File: config.mk
export PLATFORM = sky130hd
export DESIGN_NAME = cv32e40p_ex_result_arbiter_flat
export DESIGN_NICKNAME = d
export VERILOG_FILES = /design/src/rtl/cv32e40p_ex_result_arbiter_if.sv /design/src/rtl/cv32e40p_ex_result_arbiter.sv /design/src/flat_wrapper.sv
export SDC_FILE = /design/constraint.sdc
export NUM_CORES = 1
export LEC_CHECK = 0
export ABC_AREA = 1
export CAP_MARGIN = 15
export CORE_MARGIN = 3
export CORE_UTILIZATION = 46
export CTS_CLUSTER_DIAMETER = 60
export CTS_CLUSTER_SIZE = 16
export DETAILED_ROUTE_END_ITERATION = 10
export GPL_TIMING_DRIVEN = 1
export PLACE_DENSITY = 0.82
export SETUP_SLACK_MARGIN = 0.15
export SYNTH_ARGS = -nofsm -noshare
export SYNTH_HDL_FRONTEND = slang
export SYNTH_SLANG_ARGS = --single-unit
export TNS_END_PERCENT = 10
File: constraint.sdc
create_clock -name clk -period 2.45 [get_ports clk]
set_clock_uncertainty 0.05 [all_clocks]
set_input_delay 0.245 -clock clk [delete_from_list [all_inputs] [get_ports clk]]
set_output_delay 0.245 -clock clk [all_outputs]
set_load 0.02 [all_outputs]
File: src/rtl/cv32e40p_ex_result_arbiter_if.sv
// Result-source and writeback bus for the EX result arbiter.
// slave  : arbiter side (takes source results, drives the WB head).
// master : environment side (EX units plus the WB stage).
// src_*  : per-source valid/ready handshake with packed waddr/wdata/err.
// wb_*   : FIFO head toward the register-file write port.
interface cv32e40p_ex_result_arbiter_if #(
  parameter int unsigned NUM_SRC = 4,
  parameter int unsigned DATA_W  = 32,
  parameter int unsigned ADDR_W  = 6
);
  logic [NUM_SRC-1:0]        src_valid_i;
  logic [NUM_SRC-1:0]        src_ready_o;
  logic [NUM_SRC*ADDR_W-1:0] src_waddr_i;
  logic [NUM_SRC*DATA_W-1:0] src_wdata_i;
  logic [NUM_SRC-1:0]        src_err_i;
  logic                      wb_valid_o;
  logic                      wb_ready_i;
  logic [ADDR_W-1:0]         wb_waddr_o;
  logic [DATA_W-1:0]         wb_wdata_o;

  modport slave (
    input  src_valid_i, src_waddr_i, src_wdata_i, src_err_i, wb_ready_i,
    output src_ready_o, wb_valid_o, wb_waddr_o, wb_wdata_o
  );

  modport master (
    output src_valid_i, src_waddr_i, src_wdata_i, src_err_i, wb_ready_i,
    input  src_ready_o, wb_valid_o, wb_waddr_o, wb_wdata_o
  );
endinterface

File: src/rtl/cv32e40p_ex_result_arbiter.sv
// EX-stage result arbiter: grants one of NUM_SRC result sources per cycle
// (fixed priority or round-robin) into a DEPTH-entry FIFO that feeds the
// register-file write port.
// Ports:
//   clk, rst          clock, synchronous active-high reset
//   flush_i           drop all queued results, no grant this cycle
//   bus (slave)       source handshakes in, WB head out
//   fifo_level_o      occupied FIFO entries
//   contention_o      two or more sources valid this cycle (combinational)
//   contention_cnt_o  saturating count of contention cycles
module cv32e40p_ex_result_arbiter #(
  parameter int unsigned NUM_SRC = 4,
  parameter int unsigned DATA_W  = 32,
  parameter int unsigned ADDR_W  = 6,
  parameter int unsigned DEPTH   = 2,
  parameter int unsigned ARB_RR  = 0,
  parameter int unsigned CNT_W   = 16
) (
  input  logic                       clk,
  input  logic                       rst,
  input  logic                       flush_i,
  cv32e40p_ex_result_arbiter_if.slave bus,
  output logic [$clog2(DEPTH):0]     fifo_level_o,
  output logic                       contention_o,
  output logic [CNT_W-1:0]           contention_cnt_o
);

  localparam int unsigned PTR_W = $clog2(DEPTH);
  localparam int unsigned LVL_W = PTR_W + 1;
  localparam int unsigned IDX_W = $clog2(NUM_SRC);

  logic [ADDR_W-1:0] mem_addr_q [DEPTH];
  logic [ADDR_W-1:0] mem_addr_d [DEPTH];
  logic [DATA_W-1:0] mem_data_q [DEPTH];
  logic [DATA_W-1:0] mem_data_d [DEPTH];
  logic [PTR_W-1:0]  wr_ptr_q, wr_ptr_d;
  logic [PTR_W-1:0]  rd_ptr_q, rd_ptr_d;
  logic [LVL_W-1:0]  level_q, level_d;
  logic [IDX_W-1:0]  rr_ptr_q, rr_ptr_d;
  logic [CNT_W-1:0]  cnt_q, cnt_d;

  logic [ADDR_W-1:0] src_addr_a [NUM_SRC];
  logic [DATA_W-1:0] src_data_a [NUM_SRC];

  logic              wb_valid;
  logic              pop;
  logic              can_accept;
  logic              found;
  logic [IDX_W-1:0]  sel;
  int unsigned       idx;
  logic              gnt;
  logic              push;

  // Unpack the flat source buses into per-source arrays.
  for (genvar i = 0; i < int'(NUM_SRC); i++) begin : g_unpack
    assign src_addr_a[i] = bus.src_waddr_i[i*ADDR_W +: ADDR_W];
    assign src_data_a[i] = bus.src_wdata_i[i*DATA_W +: DATA_W];
  end

  assign wb_valid   = (level_q != '0);
  assign pop        = wb_valid & bus.wb_ready_i;
  // A full FIFO still accepts when its head leaves in the same cycle.
  assign can_accept = ~rst & ~flush_i & ((level_q < LVL_W'(DEPTH)) | pop);

  // Winner search: scan from index 0 (fixed) or from the RR pointer.
  always_comb begin
    found = 1'b0;
    sel   = '0;
    idx   = 0;
    for (int unsigned k = 0; k < NUM_SRC; k++) begin
      idx = (ARB_RR != 0) ? ((32'(rr_ptr_q) + k) % NUM_SRC) : k;
      if (!found && bus.src_valid_i[IDX_W'(idx)]) begin
        found = 1'b1;
        sel   = IDX_W'(idx);
      end
    end
  end

  assign gnt  = can_accept & found;
  // Cancelled results and writes to x0 complete the handshake but are not queued.
  assign push = gnt & ~bus.src_err_i[sel] & (src_addr_a[sel] != '0);

  assign bus.src_ready_o = gnt ? (NUM_SRC'(1) << sel) : '0;
  assign contention_o    = ($countones(bus.src_valid_i) >= 2);

  // Next-state for FIFO, RR pointer and contention counter.
  always_comb begin
    mem_addr_d = mem_addr_q;
    mem_data_d = mem_data_q;
    wr_ptr_d   = wr_ptr_q;
    rd_ptr_d   = rd_ptr_q;
    level_d    = level_q;
    rr_ptr_d   = rr_ptr_q;
    cnt_d      = cnt_q;

    if (flush_i) begin
      wr_ptr_d = '0;
      rd_ptr_d = '0;
      level_d  = '0;
    end else begin
      if (push) begin
        mem_addr_d[wr_ptr_q] = src_addr_a[sel];
        mem_data_d[wr_ptr_q] = src_data_a[sel];
        wr_ptr_d             = wr_ptr_q + PTR_W'(1);
      end
      if (pop) begin
        rd_ptr_d = rd_ptr_q + PTR_W'(1);
      end
      level_d = level_q + LVL_W'(push) - LVL_W'(pop);
    end

    if (gnt) begin
      rr_ptr_d = (32'(sel) == NUM_SRC - 1) ? '0 : sel + IDX_W'(1);
    end

    if (contention_o && (cnt_q != '1)) begin
      cnt_d = cnt_q + CNT_W'(1);
    end
  end

  always_ff @(posedge clk) begin
    if (rst) begin
      for (int unsigned i = 0; i < DEPTH; i++) begin
        mem_addr_q[i] <= '0;
        mem_data_q[i] <= '0;
      end
      wr_ptr_q <= '0;
      rd_ptr_q <= '0;
      level_q  <= '0;
      rr_ptr_q <= '0;
      cnt_q    <= '0;
    end else begin
      mem_addr_q <= mem_addr_d;
      mem_data_q <= mem_data_d;
      wr_ptr_q   <= wr_ptr_d;
      rd_ptr_q   <= rd_ptr_d;
      level_q    <= level_d;
      rr_ptr_q   <= rr_ptr_d;
      cnt_q      <= cnt_d;
    end
  end

  assign bus.wb_valid_o = wb_valid;
  assign bus.wb_waddr_o = mem_addr_q[rd_ptr_q];
  assign bus.wb_wdata_o = mem_data_q[rd_ptr_q];
  assign fifo_level_o   = level_q;
  assign contention_cnt_o = cnt_q;

endmodule

File: src/flat_wrapper.sv
// flat-port wrapper written by rule: the top's interface ports become plain ports
module cv32e40p_ex_result_arbiter_flat 
#(
  parameter int unsigned NUM_SRC = 4,
  parameter int unsigned DATA_W  = 32,
  parameter int unsigned ADDR_W  = 6,
  parameter int unsigned DEPTH   = 2,
  parameter int unsigned ARB_RR  = 0,
  parameter int unsigned CNT_W   = 16
)
  (clk, rst, flush_i, fifo_level_o, contention_o, contention_cnt_o, bus_src_valid_i, bus_src_waddr_i, bus_src_wdata_i, bus_src_err_i, bus_wb_ready_i, bus_src_ready_o, bus_wb_valid_o, bus_wb_waddr_o, bus_wb_wdata_o);
  cv32e40p_ex_result_arbiter_if #(.NUM_SRC(NUM_SRC), .DATA_W(DATA_W), .ADDR_W(ADDR_W)) bus_i ();
  input  logic clk;
  input  logic rst;
  input  logic flush_i;
  output logic [$clog2(DEPTH):0] fifo_level_o;
  output logic contention_o;
  output logic [CNT_W-1:0] contention_cnt_o;
  input wire logic [$bits(bus_i.src_valid_i)-1:0] bus_src_valid_i;
  input wire logic [$bits(bus_i.src_waddr_i)-1:0] bus_src_waddr_i;
  input wire logic [$bits(bus_i.src_wdata_i)-1:0] bus_src_wdata_i;
  input wire logic [$bits(bus_i.src_err_i)-1:0] bus_src_err_i;
  input wire logic [$bits(bus_i.wb_ready_i)-1:0] bus_wb_ready_i;
  output wire logic [$bits(bus_i.src_ready_o)-1:0] bus_src_ready_o;
  output wire logic [$bits(bus_i.wb_valid_o)-1:0] bus_wb_valid_o;
  output wire logic [$bits(bus_i.wb_waddr_o)-1:0] bus_wb_waddr_o;
  output wire logic [$bits(bus_i.wb_wdata_o)-1:0] bus_wb_wdata_o;
  assign bus_i.src_valid_i = bus_src_valid_i;
  assign bus_i.src_waddr_i = bus_src_waddr_i;
  assign bus_i.src_wdata_i = bus_src_wdata_i;
  assign bus_i.src_err_i = bus_src_err_i;
  assign bus_i.wb_ready_i = bus_wb_ready_i;
  assign bus_src_ready_o = bus_i.src_ready_o;
  assign bus_wb_valid_o = bus_i.wb_valid_o;
  assign bus_wb_waddr_o = bus_i.wb_waddr_o;
  assign bus_wb_wdata_o = bus_i.wb_wdata_o;
  cv32e40p_ex_result_arbiter #(.NUM_SRC(NUM_SRC), .DATA_W(DATA_W), .ADDR_W(ADDR_W), .DEPTH(DEPTH), .ARB_RR(ARB_RR), .CNT_W(CNT_W)) u_core (.clk(clk), .rst(rst), .flush_i(flush_i), .bus(bus_i), .fifo_level_o(fifo_level_o), .contention_o(contention_o), .contention_cnt_o(contention_cnt_o));
endmodule
## Word-level counts from Yosys, hierarchy flattened

Index checks and enable logic that the tools add are counted.

- Add/subtract/negate cells: 8
- Multiply operators: 0
- Div/mod/pow operators: 0
- Order comparisons: 7
- Equality and inequality tests: 1
- Shift operators: 1
- Multiplexer cells: 28
- Bitwise gates (word level): 13
- Reduce and logical (&&, ||, !) cells: 12

Operators with widths:

| kind | number |
|---|---|
| $mux W32 | 6 |
| $bmux W32 S2 | 1 |
| $bwmux W64 | 1 |
| $mux W6 | 6 |
| $add A32 B32 Y32 | 1 |
| $demux W32 S1 | 1 |
| $ge A32 B3 Y1 const B | 1 |
| $add A16 B1 Y16 const B | 1 |
| $ne A16 B16 Y1 const B | 1 |
| $bmux W6 S2 | 1 |
| $bwmux W12 | 1 |
| $and A1 B1 Y1 | 6 |
| $demux W6 S1 | 1 |
| $mux W1 | 6 |
| $reduce_bool A6 Y1 | 1 |
| $logic_and A1 B1 Y1 | 5 |
| $add A1 B1 Y2 | 2 |
| $ge A2 B2 Y1 const B | 2 |
| $mux W2 | 2 |
| $mux W4 | 1 |
| $not A1 Y2 | 2 |
| $shl A1 B2 Y4 const A | 1 |
| $ge A3 B3 Y1 const B | 1 |
| $logic_not A1 Y1 | 3 |
| other kinds (13) | 16 |

- Register bits after elaboration: 96
- Latch bits: 0
- Bits in writable memories: 0
- Memory bits (read-only): 0
- Bits of input ports: 164
- Output and inout port bits: 62
- Word-level logic and storage cells: 78
- Memories kept: 0

## Depth between registers and ports, before layout

Gate-level depths: netlist of the first run.

- Depth after elaboration: 18
- Gate-level depth with buffers: 16
- Mapped depth without buffers: 14

## Worst setup path after synthesis of the first run

No wires, ideal clock.

- Kind: input -> register
- Start point: in bus_src_valid_i[0]
- End point: reg u_core.cnt_q[4] (netlist: u_core.contention_cnt_o[4])
- Setup time: 115 ps
- Data arrival time: 2,129 ps
- Required time: 2,285 ps
- Path slack: 156 ps
- Cell stages on the path: 12
- Buffers on the path: 1
- Cell sequence: inv_1 -> ha_1 -> nand2_1 -> inv_1 -> fa_1 -> or2_2 -> nand2_1 -> inv_1 -> clkbuf_1 -> nand3_1 -> nor2_1 -> o21a_1

- Cells in the longest elaborated chain, start to end: 4

Ends and longest elaborated chain:

| what | line | RTL |
|---|---|---|
| from (decl) | flat_wrapper.sv:19 | `input wire logic [$bits(bus_i.src_valid_i)-1:0] bus_src_valid_i;` |
| $add A1 B1 Y2 (implied by the code) | cv32e40p_ex_result_arbiter.sv:84 | `assign contention_o = ($countones(bus.src_valid_i) >= 2);` |
| $add A32 B32 Y32 (implied by the code) | cv32e40p_ex_result_arbiter.sv:84 |  |
| $ge A32 B3 Y1 | cv32e40p_ex_result_arbiter.sv:84 |  |
| via contention_o | flat_wrapper.sv:17 | `output logic contention_o;` |
| $logic_and A1 B1 Y1 | cv32e40p_ex_result_arbiter.sv:116 | `if (contention_o && (cnt_q != '1)) begin` |
| to (signal assigned) | cv32e40p_ex_result_arbiter.sv:139 | `cnt_q <= cnt_d;` |
| to (decl) | cv32e40p_ex_result_arbiter.sv:40 | `logic [CNT_W-1:0] cnt_q, cnt_d;` |

The timed path passes the listed nets, and every way through them passes these cells.
A chain may end at the register's enable or synchronous reset.

## Final worst setup path of the first run

- Start point: reg u_core.rd_ptr_q
- End point: out bus_wb_waddr_o[3]

- Cells in the longest elaborated chain, start to end: 4

Ends and longest elaborated chain:

| what | line | RTL |
|---|---|---|
| from (decl) | cv32e40p_ex_result_arbiter.sv:37 | `logic [PTR_W-1:0] rd_ptr_q, rd_ptr_d;` |
| from (signal assigned) | cv32e40p_ex_result_arbiter.sv:136 | `rd_ptr_q <= rd_ptr_d;` |
| $not A1 Y2 (implied by the code) | cv32e40p_ex_result_arbiter.sv:144 | `assign bus.wb_waddr_o = mem_addr_q[rd_ptr_q];` |
| $mux W6 (implied by the code) (3 in a row) | cv32e40p_ex_result_arbiter.sv:144 |  |
| to (decl) | flat_wrapper.sv:26 | `output wire logic [$bits(bus_i.wb_waddr_o)-1:0] bus_wb_waddr_o;` |

Every way passes these cells. The select of a mux whose other input is x is not followed.

==> results of run 1 <==
==> cells in the final DEF, fill, tap and decap left out, drive strengths merged, types with 23 or more instances in the layout <==
| cell | n |
|---|---|
| o21ai | 85 |
| o211a | 32 |
| nand2 | 306 |
| nand3 | 24 |
| nor2 | 133 |
| clkdlybuf4s50 | 216 |
| inv | 176 |
| buf | 72 |
| dfxtp | 96 |
| a21oi | 23 |
| nand4 | 75 |
==> metrics by stage <==
stage,cell area (um2),util [%]
after floorplan,6350,-
after global placement,8990,67.3
after detailed placement,8990,67.3
after CTS,9270,69.5
after global routing,9790,73.4
final,9790,73.4
==> worst max-delay path by stage <==
stage                        from                     endpoint  slack [ns]  cells past startpoint
2_1_floorplan  bus_src_valid_i[0]   u_core.contention_cnt_o[4]        0.16                     12
3_3_place_gp   bus_src_valid_i[2]                 contention_o       -0.36                      7
3_5_place_dp   bus_src_valid_i[2]  u_core.contention_cnt_o[14]       -0.41                     12
4_1_cts        bus_src_valid_i[0]                 contention_o        0.09                      8
5_1_grt           u_core.rd_ptr_q           bus_wb_wdata_o[31]        0.11                      4
6_report          u_core.rd_ptr_q            bus_wb_waddr_o[3]        0.18                      4
==> state kept, by name (all words and copies together), names as in the netlist <==
signal / cells
u_core.fifo_level_o: 2
u_core.rd_ptr_q: 1
u_core.mem_data_q: 64
u_core.mem_addr_q: 12
u_core.wr_ptr_q: 1
u_core.contention_cnt_o: 16
==> critical path, delay by kind of cell (launching register included) <==
family / cells / cell delay, ns
and+or+nand+nor: 1 / 0.08
buffers and inverters: 2 / 0.99
AOI/OAI and AO/OA: 1 / 0.11
DFF: 1 / 0.45
==> cell type report <==
| cell class | count | share of cell area [%] |
|---|---|---|
| multi-input cells | 710 | 36.4 |
| repair buffers | 303 | 32.2 |
| flip-flops and latches | 96 | 19.6 |
| inverters | 176 | 6.82 |
| clock buffers | 9 | 2.30 |
| well taps | 176 | 2.25 |
| clock inverters | 7 | 0.473 |
==> power groups by stage <==
stage,combinational (mW),sequential [mW],clock (mW)
finish,1.25,1.64,1.32
global route,1.35,1.65,1.39
CTS,1.14,1.64,1.33
detailed placement,1.13,1.68,0
global placement,1.12,1.67,0
floorplan,0.544,1.68,0
==> cells by family (layout without fill, tap and decap cells) <==
family | count (synthesis) | in the layout | synth area share [%]
buffers and inverters | 245 | 495 | 16.1
adders and majority gates | 8 | 8 | 1.70
AOI/OAI and AO/OA | 145 | 146 | 14.3
DFF | 96 | 96 | 30.3
and+or+nand+nor | 552 | 553 | 37.2
xor gates and xnor gates | 3 | 3 | 0.414
==> metal layers <==
layer	vias to the layer above	global-route usage, %	wire (um)
li1	3807	-	-
met1	3500	30.6	9090
met2	299	43.4	10900
met3	56	5.31	1900
met4	0	8.30	731
met5	-	0	0
==> timing repair <==
action	CTS	global route
endpoints found under the setup margin	96	96
resized for setup	24	43
hold buffers	0	0
pin swaps	2	11
cloned	0	12
buffers inserted	0	16
==> report_table.html, run 1 <==
<table>
<tr><th>Metric</th><th>Value</th></tr>
<tr><th colspan="2">Synth</th></tr>
<tr><td>Synth area leaders</td><td>sky130_fd_sc_hd__dfxtp_1 30%, sky130_fd_sc_hd__nand2_1 18%, sky130_fd_sc_hd__inv_1 9.3%, sky130_fd_sc_hd__nor2_1 7.7%, sky130_fd_sc_hd__nand4_1 7.4%</td></tr>
<tr><td>Cell Area, Synth</td><td>6350 um2</td></tr>
<tr><td>Cells after Synth</td><td>1,049</td></tr>
<tr><td>Number of distinct standard cells referenced by the synthesized netlist</td><td>33</td></tr>
<tr><td>Avg Synthesized Cell Area</td><td>6.05 um2</td></tr>
<tr><td>Cell taking the most area after synthesis</td><td>sky130_fd_sc_hd__dfxtp_1</td></tr>
<tr><td>Register area share after synthesis</td><td>30.3%</td></tr>
<tr><td>Most frequent cell after synthesis</td><td>sky130_fd_sc_hd__nand2_1</td></tr>
<tr><td>Number of warnings reported in the yosys synthesis log</td><td>0</td></tr>
<tr><td>Number of synthesized flops with an enable pin</td><td>0</td></tr>
<tr><td>Share of synthesized registers carrying an async set or reset</td><td>0%</td></tr>
<tr><td>Area fraction of the dominant cell type after synthesis</td><td>30.3%</td></tr>
<tr><td>Number of synthesized register bits</td><td>96</td></tr>
<tr><td>Leading cell types by count after synthesis</td><td>304 x sky130_fd_sc_hd__nand2_1, 157 x sky130_fd_sc_hd__inv_1, 131 x sky130_fd_sc_hd__nor2_1</td></tr>
<tr><td>Prevailing post-synth register cell</td><td>sky130_fd_sc_hd__dfxtp_1</td></tr>
<tr><td>Net count after synthesis</td><td>1,221</td></tr>
<tr><th colspan="2">Critical path</th></tr>
<tr><td>Worst-path maximum fanout</td><td>22</td></tr>
<tr><td>Reg2Reg Capture Point</td><td>u_core.mem_addr_q[8]</td></tr>
<tr><td>Worst endpoint required time</td><td>2.15 ns</td></tr>
<tr><td>WP data arrival</td><td>1.97 ns</td></tr>
<tr><td>Reg-to-Reg Start</td><td>u_core.fifo_level_o[1]</td></tr>
<tr><td>Reg2reg setup slack</td><td>0.38 ns</td></tr>
<tr><td>Ordered list of cells on the worst path</td><td>buf_4 -&gt; nand2_1 -&gt; o21ai_0 -&gt; clkdlybuf4s50_1</td></tr>
<tr><td>Depth of the most critical reg-to-reg path</td><td>12</td></tr>
<tr><td>Cell with the largest stage delay on the worst path</td><td>sky130_fd_sc_hd__clkdlybuf4s50_1</td></tr>
<tr><td>CP peak stage delay</td><td>0.69 ns</td></tr>
<tr><td>Critical path startpoint category</td><td>flop</td></tr>
<tr><td>Critical path start-end classification</td><td>flop to output pin</td></tr>
<tr><td>Kind of end point of the critical path</td><td>output pin</td></tr>
<tr><th colspan="2">Placement</th></tr>
<tr><td>Worst Setup Slack post-DPL</td><td>-0.406 ns</td></tr>
<tr><td>Port buffer count</td><td>225</td></tr>
<tr><td>RD Place Congestion</td><td>0.891</td></tr>
<tr><td>Placed Cells</td><td>1,433</td></tr>
<tr><td>HPWL Detailed</td><td>14,600 um</td></tr>
<tr><th colspan="2">Routing</th></tr>
<tr><td>Via total after detailed routing</td><td>7,662</td></tr>
<tr><td>Remaining number of nets flagged by the antenna check after routing</td><td>0</td></tr>
<tr><td>Number of DRC markers in iteration 0</td><td>684</td></tr>
<tr><td>Wire length per cell after detailed routing</td><td>15.3 um</td></tr>
<tr><td>Ratio of routed vias to standard cells</td><td>5.19</td></tr>
<tr><td>Router iterations before antenna repair</td><td>5</td></tr>
<tr><td>DRC violation count after routing</td><td>0</td></tr>
<tr><td>Wirelength, routed</td><td>22,600 um</td></tr>
<tr><th colspan="2">GRT</th></tr>
<tr><td>GR Util All Layers</td><td>24.9%</td></tr>
<tr><td>Antenna violations before repair</td><td>0</td></tr>
<tr><td>Global route overflow</td><td>0</td></tr>
<tr><td>Largest net degree at the start of global routing</td><td>71</td></tr>
<tr><td>Wire length of the first global-routing pass</td><td>31,000 um</td></tr>
<tr><td>Via count of the first global-routing pass</td><td>6,604</td></tr>
<tr><th colspan="2">Pwr</th></tr>
<tr><td>Net switching fraction of the power</td><td>30.2%</td></tr>
<tr><td>Power per cell area</td><td>430 nW/um2</td></tr>
<tr><td>Leakage power figure</td><td>4.36 nW</td></tr>
<tr><td>Switching component of the power</td><td>1.27 mW</td></tr>
<tr><td>Worst VDD drop</td><td>0.302 mV</td></tr>
<tr><td>Portion of total power attributed to sequential cells</td><td>39.0%</td></tr>
<tr><td>Combinational group share of total power</td><td>29.6%</td></tr>
<tr><td>Post-layout power</td><td>4.21 mW</td></tr>
<tr><td>Cell-internal power</td><td>2.94 mW</td></tr>
<tr><td>Proportion of power drawn by the clock network</td><td>31.4%</td></tr>
<tr><th colspan="2">Clock tree</th></tr>
<tr><td>CTS tree</td><td>done</td></tr>
<tr><td>Clk Latency, worst-skew pair</td><td>0.34 ns</td></tr>
<tr><td>Number of CTS-inserted buffers</td><td>9</td></tr>
<tr><td>CTS max path bufs</td><td>2</td></tr>
<tr><td>Clock net sink count</td><td>96</td></tr>
<tr><td>H-tree levels</td><td>3</td></tr>
<tr><td>Clock Pin Slew Worst Setup and Hold Paths</td><td>0.07 ns</td></tr>
<tr><td>Buffer type at the clock tree root</td><td>sky130_fd_sc_hd__clkbuf_16</td></tr>
<tr><th colspan="2">Floorplan</th></tr>
<tr><td>Floorplan die width</td><td>123 um</td></tr>
<tr><td>Chip Height</td><td>123 um</td></tr>
<tr><td>Initial Util</td><td>47.6%</td></tr>
<tr><td>Core Box Area</td><td>13,300 um2</td></tr>
<tr><td>Die area</td><td>15,200 um2</td></tr>
<tr><td>Core Rows</td><td>42</td></tr>
<tr><td>Boundary pin count</td><td>226</td></tr>
<tr><th colspan="2">Job</th></tr>
<tr><td>MaxCap Viol Count</td><td>0</td></tr>
<tr><th colspan="2">Finish</th></tr>
<tr><td>Layout area overhead</td><td>54.3%</td></tr>
<tr><td>Final instance count without filler cells</td><td>1,477</td></tr>
<tr><td>Layout cells sized above 1</td><td>11.5%</td></tr>
<tr><td>Fin nets</td><td>1,468</td></tr>
<tr><td>Number of filler cells placed in the layout</td><td>1,022</td></tr>
<tr><td>Footprint of the multi-input gates</td><td>3560 um2</td></tr>
<tr><td>Antenna cells</td><td>0</td></tr>
<tr><td>FF/Latch Area</td><td>1920 um2</td></tr>
<tr><th colspan="2">Outcome</th></tr>
<tr><td>Status</td><td>finished clean</td></tr>
<tr><th colspan="2">STA</th></tr>
<tr><td>Setup Total Neg Slack</td><td>0 ns</td></tr>
<tr><td>Setup repair after global routing missed its margin</td><td>yes</td></tr>
<tr><td>Setup-violating endpoint count in the final report</td><td>0</td></tr>
<tr><td>Worst Hold Margin</td><td>0.417 ns</td></tr>
<tr><td>Hold Violations, Final</td><td>0</td></tr>
<tr><td>Worst relative slew slack</td><td>75.7%</td></tr>
<tr><td>Share of the clock period used by the worst path after layout</td><td>92.5%</td></tr>
<tr><td>Crit path setup slack, layout</td><td>0.184 ns</td></tr>
<tr><td>Slew of the pin with the lowest slew margin</td><td>0.364 ns</td></tr>
<tr><td>Max-slew violations</td><td>0</td></tr>
<tr><td>Peak Freq</td><td>441 MHz</td></tr>
<tr><td>Fin crit period</td><td>2.27 ns</td></tr>
<tr><th colspan="2">Min path</th></tr>
<tr><td>Worst hold path depth</td><td>2</td></tr>
<tr><td>Source of the worst hold timing path</td><td>u_core.mem_addr_q[1]</td></tr>
<tr><td>Kind of path behind the tightest hold check</td><td>flop to flop</td></tr>
<tr><td>Hold Path End</td><td>u_core.mem_addr_q[1]</td></tr>
</table>
Note: power is estimated with default switching activity, not from simulation.
==> run 2: changes to the inputs <==
--- a/config.mk
+++ b/config.mk
@@ -13,6 +13,7 @@
 export CTS_CLUSTER_SIZE = 16
 export DETAILED_ROUTE_END_ITERATION = 10
 export GPL_TIMING_DRIVEN = 1
+export MAX_ROUTING_LAYER = met4
 export PLACE_DENSITY = 0.82
 export SETUP_SLACK_MARGIN = 0.15
 export SYNTH_ARGS = -nofsm -noshare
==> run 2 against run 1 <==
Net effect:
- sequential share of layout area is 0.10 points higher
- final cell count is 0.34% lower
- critical path depth stayed put
- hold slack worse by 0.0049 ns
- core utilization is 0.38 points lower
- via count is 1.3% lower
- clock power hardly changed
- non-clock buffer count is 4 lower
- wire length is 1.3% lower
- setup slack better by 0.012 ns
==> report_table.html, run 2 (same netlist as run 1, synthesis figures left out) <==
<table>
<tr><th>Metric</th><th>Value</th></tr>
<tr><th colspan="2">GRT</th></tr>
<tr><td>Global route overflow</td><td>0 (unchanged)</td></tr>
<tr><td>Wire length of the first global-routing pass</td><td>31,100 um (was 31,000 um)</td></tr>
<tr><td>Met3 Use GR</td><td>5.40% (was 5.31%)</td></tr>
<tr><td>Largest net degree at the start of global routing</td><td>71 (unchanged)</td></tr>
<tr><td>Busiest metal layer after global routing</td><td>met2 (unchanged)</td></tr>
<tr><td>Antenna violations before repair</td><td>0 (unchanged)</td></tr>
<tr><td>Via count of the first global-routing pass</td><td>6,597 (was 6,604)</td></tr>
<tr><td>GR Util All Layers</td><td>25.7% (was 24.9%)</td></tr>
<tr><td>GRT met1 Usage</td><td>30.9% (was 30.6%)</td></tr>
<tr><td>Met2 capacity usage during global routing</td><td>43.5% (was 43.4%)</td></tr>
<tr><th colspan="2">STA</th></tr>
<tr><td>Fin crit period</td><td>2.25 ns (was 2.27 ns)</td></tr>
<tr><td>Setup repair after global routing missed its margin</td><td>yes (unchanged)</td></tr>
<tr><td>Max-slew violations</td><td>0 (unchanged)</td></tr>
<tr><td>Hold Violations, Final</td><td>0 (unchanged)</td></tr>
<tr><td>Share of the clock period used by the worst path after layout</td><td>92.0% (was 92.5%)</td></tr>
<tr><td>Worst relative slew slack</td><td>74.5% (was 75.7%)</td></tr>
<tr><td>Slew of the pin with the lowest slew margin</td><td>0.382 ns (was 0.364 ns)</td></tr>
<tr><td>Setup Total Neg Slack</td><td>0 ns (unchanged)</td></tr>
<tr><td>Setup-violating endpoint count in the final report</td><td>0 (unchanged)</td></tr>
<tr><td>Peak Freq</td><td>444 MHz (was 441 MHz)</td></tr>
<tr><th colspan="2">Routing</th></tr>
<tr><td>Ratio of routed vias to standard cells</td><td>5.14 (was 5.19)</td></tr>
<tr><td>Via total after detailed routing</td><td>7,565 (was 7,662)</td></tr>
<tr><td>Wire length per cell after detailed routing</td><td>15.1 um (was 15.3 um)</td></tr>
<tr><td>Number of DRC markers in iteration 0</td><td>708 (was 684)</td></tr>
<tr><td>Remaining number of nets flagged by the antenna check after routing</td><td>0 (unchanged)</td></tr>
<tr><td>DRC violation count after routing</td><td>0 (unchanged)</td></tr>
<tr><td>Router iterations before antenna repair</td><td>5 (unchanged)</td></tr>
<tr><td>Wirelength, routed</td><td>22,300 um (was 22,600 um)</td></tr>
<tr><th colspan="2">Min path</th></tr>
<tr><td>Kind of path behind the tightest hold check</td><td>flop to flop (unchanged)</td></tr>
<tr><th colspan="2">Finish</th></tr>
<tr><td>Layout area overhead</td><td>53.5% (was 54.3%)</td></tr>
<tr><td>Largest register FFs</td><td>64 (unchanged)</td></tr>
<tr><td>Number of filler cells placed in the layout</td><td>1,029 (was 1,022)</td></tr>
<tr><td>Design area</td><td>9740 um2 (was 9790 um2)</td></tr>
<tr><td>Antenna cells</td><td>0 (unchanged)</td></tr>
<tr><td>Fin nets</td><td>1,463 (was 1,468)</td></tr>
<tr><td>Layout cells sized above 1</td><td>10.9% (was 11.5%)</td></tr>
<tr><td>Final instance count without filler cells</td><td>1,472 (was 1,477)</td></tr>
<tr><td>Register bank with the most flops</td><td>u_core.mem_data_q (unchanged)</td></tr>
<tr><td>Most common cell after layout, fill and taps aside</td><td>sky130_fd_sc_hd__nand2_1 (unchanged)</td></tr>
<tr><td>Commonest non-fill, non-tap cells in the layout</td><td>300 x sky130_fd_sc_hd__nand2_1, 216 x sky130_fd_sc_hd__clkdlybuf4s50_1, 153 x sky130_fd_sc_hd__inv_1, 126 x sky130_fd_sc_hd__nor2_1, 95 x sky130_fd_sc_hd__dfxtp_1 (was 300 x sky130_fd_sc_hd__nand2_1, 216 x sky130_fd_sc_hd__clkdlybuf4s50_1, 153 x sky130_fd_sc_hd__inv_1, 124 x sky130_fd_sc_hd__nor2_1, 95 x sky130_fd_sc_hd__dfxtp_1)</td></tr>
<tr><th colspan="2">Critical path</th></tr>
<tr><td>Cell with the largest stage delay on the worst path</td><td>sky130_fd_sc_hd__clkdlybuf4s50_1 (unchanged)</td></tr>
<tr><td>Combined buffer and inverter count along the critical path</td><td>2 (unchanged)</td></tr>
<tr><td>Critical path start-end classification</td><td>flop to output pin (unchanged)</td></tr>
<tr><td>Kind of end point of the critical path</td><td>output pin (unchanged)</td></tr>
<tr><td>Ordered list of cells on the worst path</td><td>buf_4 -&gt; nand2_1 -&gt; o21ai_0 -&gt; clkdlybuf4s50_1 (unchanged)</td></tr>
<tr><td>Worst-path maximum fanout</td><td>22 (unchanged)</td></tr>
<tr><td>CP peak stage delay</td><td>0.69 ns (about the same)</td></tr>
<tr><td>Cell family contributing the most delay on the critical path</td><td>buffers and inverters (unchanged)</td></tr>
<tr><td>Reg2reg setup slack</td><td>0.37 ns (was 0.38 ns)</td></tr>
<tr><td>Worst endpoint required time</td><td>2.15 ns (about the same)</td></tr>
<tr><td>WP data arrival</td><td>1.96 ns (was 1.97 ns)</td></tr>
<tr><td>Critical path startpoint category</td><td>flop (unchanged)</td></tr>
<tr><th colspan="2">Job</th></tr>
<tr><td>MaxCap Viol Count</td><td>0 (unchanged)</td></tr>
<tr><th colspan="2">Clock tree</th></tr>
<tr><td>Clock Pin Slew Worst Setup and Hold Paths</td><td>0.07 ns (about the same)</td></tr>
<tr><td>CTS tree</td><td>done (unchanged)</td></tr>
<tr><td>CTS max path bufs</td><td>2 (unchanged)</td></tr>
<tr><td>H-tree levels</td><td>3 (unchanged)</td></tr>
<tr><td>Clk Latency, worst-skew pair</td><td>0.34 ns (about the same)</td></tr>
<tr><td>Number of CTS-inserted buffers</td><td>9 (unchanged)</td></tr>
<tr><td>Hold_buf cts</td><td>0 (unchanged)</td></tr>
<tr><td>Buffer type at the clock tree root</td><td>sky130_fd_sc_hd__clkbuf_16 (unchanged)</td></tr>
<tr><td>Clock net sink count</td><td>96 (unchanged)</td></tr>
<tr><th colspan="2">Floorplan</th></tr>
<tr><td>Floorplan die width</td><td>123 um (unchanged)</td></tr>
<tr><td>Core Rows</td><td>42 (unchanged)</td></tr>
<tr><td>Initial Util</td><td>47.6% (unchanged)</td></tr>
<tr><td>Core Box Area</td><td>13,300 um2 (unchanged)</td></tr>
<tr><td>Chip Height</td><td>123 um (unchanged)</td></tr>
<tr><td>Boundary pin count</td><td>226 (unchanged)</td></tr>
<tr><td>Die area</td><td>15,200 um2 (unchanged)</td></tr>
<tr><th colspan="2">Pwr</th></tr>
<tr><td>Post-layout power</td><td>4.19 mW (was 4.21 mW)</td></tr>
<tr><td>Power per cell area</td><td>430 nW/um2 (about the same)</td></tr>
<tr><td>Leakage power figure</td><td>4.34 nW (was 4.36 nW)</td></tr>
<tr><td>Worst VDD drop</td><td>0.297 mV (was 0.302 mV)</td></tr>
<tr><th colspan="2">Placement</th></tr>
<tr><td>RD Place Congestion</td><td>0.906 (was 0.891)</td></tr>
<tr><td>Placed cell area</td><td>8990 um2 (unchanged)</td></tr>
<tr><td>HPWL Detailed</td><td>14,600 um (unchanged)</td></tr>
<tr><td>Placed Cells</td><td>1,433 (unchanged)</td></tr>
<tr><td>Port buffer count</td><td>225 (unchanged)</td></tr>
<tr><th colspan="2">Outcome</th></tr>
<tr><td>Status</td><td>finished clean (unchanged)</td></tr>
</table>
## run 2: area by class of cell
type,count,area [um2],area share [%]
clock inverter,7,46.3,0.475
inverter,176,668,6.86
tap,176,220,2.26
clock buffer,9,225,2.31
sequential,96,1920,19.7
timing repair buffer,299,3120,32.0
multi-input combinational,709,3540,36.3
## run 2: what timing repair did
action | 4_1_cts | 5_1_grt
gates resized for setup | 24 | 37
buffers inserted | 0 | 12
pin swaps | 2 | 12
gates cloned | 0 | 11
setup endpoints to repair | 96 | 96
## run 2: metrics by stage
| step | hold slack (ns) | utilization (%) | worst slack, ns |
|---|---|---|---|
| finish | 0.412 | 73.0 | 0.195 |
| global placement | 0.398 | 67.3 | -0.362 |
| CTS | 0.413 | 69.5 | 0.0933 |
| global route | 0.440 | 73.0 | 0.0796 |
| detailed placement | 0.403 | 67.3 | -0.406 |
| floorplan | 0.350 | - | 0.156 |
## run 2: where the power goes
group / switching, mW / internal [mW] / leakage [nW] / total [mW]
clock: 0.622 / 0.689 / 0.139 / 1.31
sequential: 0.0264 / 1.62 / 0.779 / 1.64
combinational: 0.607 / 0.628 / 3.42 / 1.23
total: 1.26 / 2.93 / 4.34 / 4.19
## run 2: worst paths after layout
| check | startpoint | end | cells after the start |
|---|---|---|---|
| max | u_core.rd_ptr_q | bus_wb_waddr_o[3] | 4 |
| min | u_core.mem_addr_q[1] | u_core.mem_addr_q[1] | 2 |
| max reg2reg | u_core.fifo_level_o[1] | u_core.mem_data_q[63] | 12 |
| min reg2reg | u_core.mem_addr_q[1] | u_core.mem_addr_q[1] | 2 |
## run 2: worst register-to-register path, cell delays in order (launching register included)
cell,delay (ns)
sky130_fd_sc_hd__dfxtp_1,0.34
sky130_fd_sc_hd__inv_1,0.07
sky130_fd_sc_hd__o21ai_0,0.11
sky130_fd_sc_hd__a31oi_1,0.21
sky130_fd_sc_hd__buf_4,0.14
sky130_fd_sc_hd__nand2_1,0.08
sky130_fd_sc_hd__nor2_4,0.13
sky130_fd_sc_hd__buf_4,0.18
sky130_fd_sc_hd__nand3_4,0.22
sky130_fd_sc_hd__clkbuf_16,0.25
sky130_fd_sc_hd__nand2_1,0.11
sky130_fd_sc_hd__inv_1,0.06
sky130_fd_sc_hd__nor2_1,0.09
## run 2: layer usage
layer | part of all wire, % | vias to the layer above
li1 | - | 3797
met4 | 2.5 | 0
met5 | 0 | -
met2 | 49 | 288
met1 | 41 | 3435
met3 | 7.6 | 45
==> run 3: changes to the inputs <==
--- a/config.mk
+++ b/config.mk
@@ -10,12 +10,13 @@
 export CORE_MARGIN = 3
 export CORE_UTILIZATION = 46
 export CTS_CLUSTER_DIAMETER = 60
-export CTS_CLUSTER_SIZE = 16
+export CTS_CLUSTER_SIZE = 25
 export DETAILED_ROUTE_END_ITERATION = 10
 export GPL_TIMING_DRIVEN = 1
 export MAX_ROUTING_LAYER = met4
 export PLACE_DENSITY = 0.82
 export SETUP_SLACK_MARGIN = 0.15
+export SKIP_CTS_REPAIR_TIMING = 1
 export SYNTH_ARGS = -nofsm -noshare
 export SYNTH_HDL_FRONTEND = slang
 export SYNTH_SLANG_ARGS = --single-unit
==> run 3 against run 2 <==
Net effect:
- critical path depth unchanged
- sequential power about the same
- critical endpoint is now bus_wb_wdata_o[28]
- flip-flop and latch count unchanged
==> report_table.html, run 3 (same netlist as run 1, synthesis figures left out) <==
<table>
<tr><th>Metric</th><th>Value</th></tr>
<tr><th colspan="2">Outcome</th></tr>
<tr><td>Status</td><td>finished clean (unchanged)</td></tr>
<tr><th colspan="2">Placement</th></tr>
<tr><td>Port buffer count</td><td>225 (unchanged)</td></tr>
<tr><td>Worst Setup Slack post-DPL</td><td>-0.406 ns (unchanged)</td></tr>
<tr><td>HPWL Detailed</td><td>14,600 um (unchanged)</td></tr>
<tr><td>RD Place Congestion</td><td>0.906 (unchanged)</td></tr>
<tr><th colspan="2">STA</th></tr>
<tr><td>Max-slew violations</td><td>0 (unchanged)</td></tr>
<tr><td>Fin crit period</td><td>2.20 ns (was 2.25 ns)</td></tr>
<tr><td>Setup-violating endpoint count in the final report</td><td>0 (unchanged)</td></tr>
<tr><td>Peak Freq</td><td>455 MHz (was 444 MHz)</td></tr>
<tr><td>Share of the clock period used by the worst path after layout</td><td>89.7% (was 92.0%)</td></tr>
<tr><td>Worst relative slew slack</td><td>76.0% (was 74.5%)</td></tr>
<tr><td>Slew of the pin with the lowest slew margin</td><td>0.358 ns (was 0.382 ns)</td></tr>
<tr><td>Crit path setup slack, layout</td><td>0.253 ns (was 0.195 ns)</td></tr>
<tr><td>Setup Total Neg Slack</td><td>0 ns (unchanged)</td></tr>
<tr><td>Hold Violations, Final</td><td>0 (unchanged)</td></tr>
<tr><td>Setup repair after global routing missed its margin</td><td>no (was yes)</td></tr>
<tr><th colspan="2">Finish</th></tr>
<tr><td>Commonest non-fill, non-tap cells in the layout</td><td>303 x sky130_fd_sc_hd__nand2_1, 214 x sky130_fd_sc_hd__clkdlybuf4s50_1, 155 x sky130_fd_sc_hd__inv_1, 130 x sky130_fd_sc_hd__nor2_1, 95 x sky130_fd_sc_hd__dfxtp_1 (was 300 x sky130_fd_sc_hd__nand2_1, 216 x sky130_fd_sc_hd__clkdlybuf4s50_1, 153 x sky130_fd_sc_hd__inv_1, 126 x sky130_fd_sc_hd__nor2_1, 95 x sky130_fd_sc_hd__dfxtp_1)</td></tr>
<tr><td>Fin nets</td><td>1,443 (was 1,463)</td></tr>
<tr><td>Layout area overhead</td><td>46.9% (was 53.5%)</td></tr>
<tr><td>Largest register FFs</td><td>64 (unchanged)</td></tr>
<tr><td>Layout cells sized above 1</td><td>8.46% (was 10.9%)</td></tr>
<tr><td>Register bank with the most flops</td><td>u_core.mem_data_q (unchanged)</td></tr>
<tr><td>Post-layout util</td><td>69.9% (was 73.0%)</td></tr>
<tr><td>Antenna cells</td><td>0 (unchanged)</td></tr>
<tr><td>Most common cell after layout, fill and taps aside</td><td>sky130_fd_sc_hd__nand2_1 (unchanged)</td></tr>
<tr><th colspan="2">Routing</th></tr>
<tr><td>Wirelength, routed</td><td>20,100 um (was 22,300 um)</td></tr>
<tr><td>Router iterations before antenna repair</td><td>7 (was 5)</td></tr>
<tr><td>DRC violation count after routing</td><td>0 (unchanged)</td></tr>
<tr><td>Number of DRC markers in iteration 0</td><td>561 (was 708)</td></tr>
<tr><td>Via total after detailed routing</td><td>7,335 (was 7,565)</td></tr>
<tr><td>Ratio of routed vias to standard cells</td><td>5.05 (was 5.14)</td></tr>
<tr><td>Remaining number of nets flagged by the antenna check after routing</td><td>0 (unchanged)</td></tr>
<tr><td>Wire length per cell after detailed routing</td><td>13.8 um (was 15.1 um)</td></tr>
<tr><th colspan="2">Critical path</th></tr>
<tr><td>Depth of the most critical reg-to-reg path</td><td>11 (was 12)</td></tr>
<tr><td>Reg2Reg Capture Point</td><td>u_core.mem_data_q[47] (was u_core.mem_data_q[63])</td></tr>
<tr><td>Cell with the largest stage delay on the worst path</td><td>sky130_fd_sc_hd__clkdlybuf4s50_1 (unchanged)</td></tr>
<tr><td>Combined buffer and inverter count along the critical path</td><td>2 (unchanged)</td></tr>
<tr><td>Kind of end point of the critical path</td><td>output pin (unchanged)</td></tr>
<tr><td>CP peak stage delay</td><td>0.66 ns (was 0.69 ns)</td></tr>
<tr><td>WP data arrival</td><td>1.90 ns (was 1.96 ns)</td></tr>
<tr><td>Reg2reg setup slack</td><td>0.60 ns (was 0.37 ns)</td></tr>
<tr><td>Critical path startpoint category</td><td>flop (unchanged)</td></tr>
<tr><td>Cell family contributing the most delay on the critical path</td><td>buffers and inverters (unchanged)</td></tr>
<tr><td>Critical path start-end classification</td><td>flop to output pin (unchanged)</td></tr>
<tr><td>Worst-path maximum fanout</td><td>22 (unchanged)</td></tr>
<tr><td>Reg-to-Reg Start</td><td>u_core.fifo_level_o[1] (unchanged)</td></tr>
<tr><td>Ordered list of cells on the worst path</td><td>buf_4 -&gt; nand2_1 -&gt; o21ai_0 -&gt; clkdlybuf4s50_1 (unchanged)</td></tr>
<tr><td>Worst endpoint required time</td><td>2.15 ns (about the same)</td></tr>
<tr><th colspan="2">Floorplan</th></tr>
<tr><td>Chip Height</td><td>123 um (unchanged)</td></tr>
<tr><td>Initial Util</td><td>47.6% (unchanged)</td></tr>
<tr><td>Boundary pin count</td><td>226 (unchanged)</td></tr>
<tr><td>Core Rows</td><td>42 (unchanged)</td></tr>
<tr><td>Floorplan die width</td><td>123 um (unchanged)</td></tr>
<tr><td>Core Box Area</td><td>13,300 um2 (unchanged)</td></tr>
<tr><td>Die area</td><td>15,200 um2 (unchanged)</td></tr>
<tr><th colspan="2">Job</th></tr>
<tr><td>MaxCap Viol Count</td><td>0 (unchanged)</td></tr>
<tr><th colspan="2">Clock tree</th></tr>
<tr><td>H-tree levels</td><td>3 (unchanged)</td></tr>
<tr><td>CTS max path bufs</td><td>2 (unchanged)</td></tr>
<tr><td>Buffer type at the clock tree root</td><td>sky130_fd_sc_hd__clkbuf_16 (unchanged)</td></tr>
<tr><td>Clk Latency, worst-skew pair</td><td>0.33 ns (was 0.34 ns)</td></tr>
<tr><td>Number of CTS-inserted buffers</td><td>9 (unchanged)</td></tr>
<tr><td>Clock net sink count</td><td>96 (unchanged)</td></tr>
<tr><td>CTS tree</td><td>done (unchanged)</td></tr>
<tr><td>Clock Pin Slew Worst Setup and Hold Paths</td><td>0.07 ns (about the same)</td></tr>
<tr><th colspan="2">GRT</th></tr>
<tr><td>Via count of the first global-routing pass</td><td>6,559 (was 6,597)</td></tr>
<tr><td>Wire length of the first global-routing pass</td><td>31,000 um (was 31,100 um)</td></tr>
<tr><td>Global route overflow</td><td>0 (unchanged)</td></tr>
<tr><td>Largest net degree at the start of global routing</td><td>71 (unchanged)</td></tr>
<tr><td>GR Util All Layers</td><td>25.6% (was 25.7%)</td></tr>
<tr><td>Antenna violations before repair</td><td>0 (unchanged)</td></tr>
<tr><th colspan="2">Pwr</th></tr>
<tr><td>Leakage power figure</td><td>4.22 nW (was 4.34 nW)</td></tr>
<tr><td>Power per cell area</td><td>439 nW/um2 (was 430 nW/um2)</td></tr>
<tr><td>Worst VDD drop</td><td>0.296 mV (was 0.297 mV)</td></tr>
<tr><th colspan="2">Min path</th></tr>
<tr><td>Hold Path End</td><td>u_core.mem_addr_q[1] (unchanged)</td></tr>
<tr><td>Worst hold path depth</td><td>2 (unchanged)</td></tr>
<tr><td>Source of the worst hold timing path</td><td>u_core.mem_addr_q[1] (unchanged)</td></tr>
<tr><td>Kind of path behind the tightest hold check</td><td>flop to flop (unchanged)</td></tr>
</table>
[run 3: changes by cell type in the layout (fill, tap and decap cells not counted), sizes merged]
cell	change
clkbuf	-6
clkdlybuf4s15	-2
dlygate4sd2	-3
dlymetal6s2s	+5
nand2	-1
buf	-11
clkdlybuf4s50	-2
[run 3: routing by layer]
metal | vias up | track usage, % | part of all wire [%]
li1 | 3748 | - | -
met3 | 35 | 5.49 | 7.7
met4 | 0 | 7.54 | 2.2
met5 | - | - | 0
met1 | 3316 | 30.9 | 42
met2 | 236 | 43.1 | 48
[run 3: how the worst max path moves through the flow]
stage,start,end,slack (ns),cells after the start
floorplan,bus_src_valid_i[0],u_core.contention_cnt_o[4],0.16,12
global placement,bus_src_valid_i[2],contention_o,-0.36,7
detailed placement,bus_src_valid_i[2],u_core.contention_cnt_o[14],-0.41,12
CTS,bus_src_valid_i[2],contention_o,-0.39,7
global route,bus_src_valid_i[1],u_core.fifo_level_o[0],0.16,14
finish,u_core.rd_ptr_q,bus_wb_wdata_o[28],0.25,4
[run 3: layout make-up]
type | count | area [um2]
Tap cell | 176 | 220
Clock buffer | 9 | 225
Fill cell | 1129 | 4020
Sequential cell | 96 | 1920
Inverter | 176 | 661
Clock inverter | 7 | 46.3
Timing Repair Buffer | 280 | 2810
Multi-Input combinational cell | 708 | 3440
[run 3: tightest hold or removal path, stage by stage (launching register included)]
cell	delay [ns]
sky130_fd_sc_hd__dfxtp_1	0.31
sky130_fd_sc_hd__nand2_1	0.06
sky130_fd_sc_hd__a21oi_1	0.05
[run 3: where the power goes]
group / internal, mW / switching, mW
combinational: 0.587 / 0.563
clock: 0.689 / 0.616
sequential: 1.62 / 0.0251
[run 3: through the flow]
stage               hold WS (ns)  instance area (um2)  cells  power [mW]
floorplan                  0.350                 6350   1049        2.23
finish                     0.414                 9330   1452        4.10
global placement           0.398                 8990   1433        2.79
CTS                        0.413                 9260   1449        4.11
global route               0.433                 9330   1452        4.30
detailed placement         0.403                 8990   1433        2.81
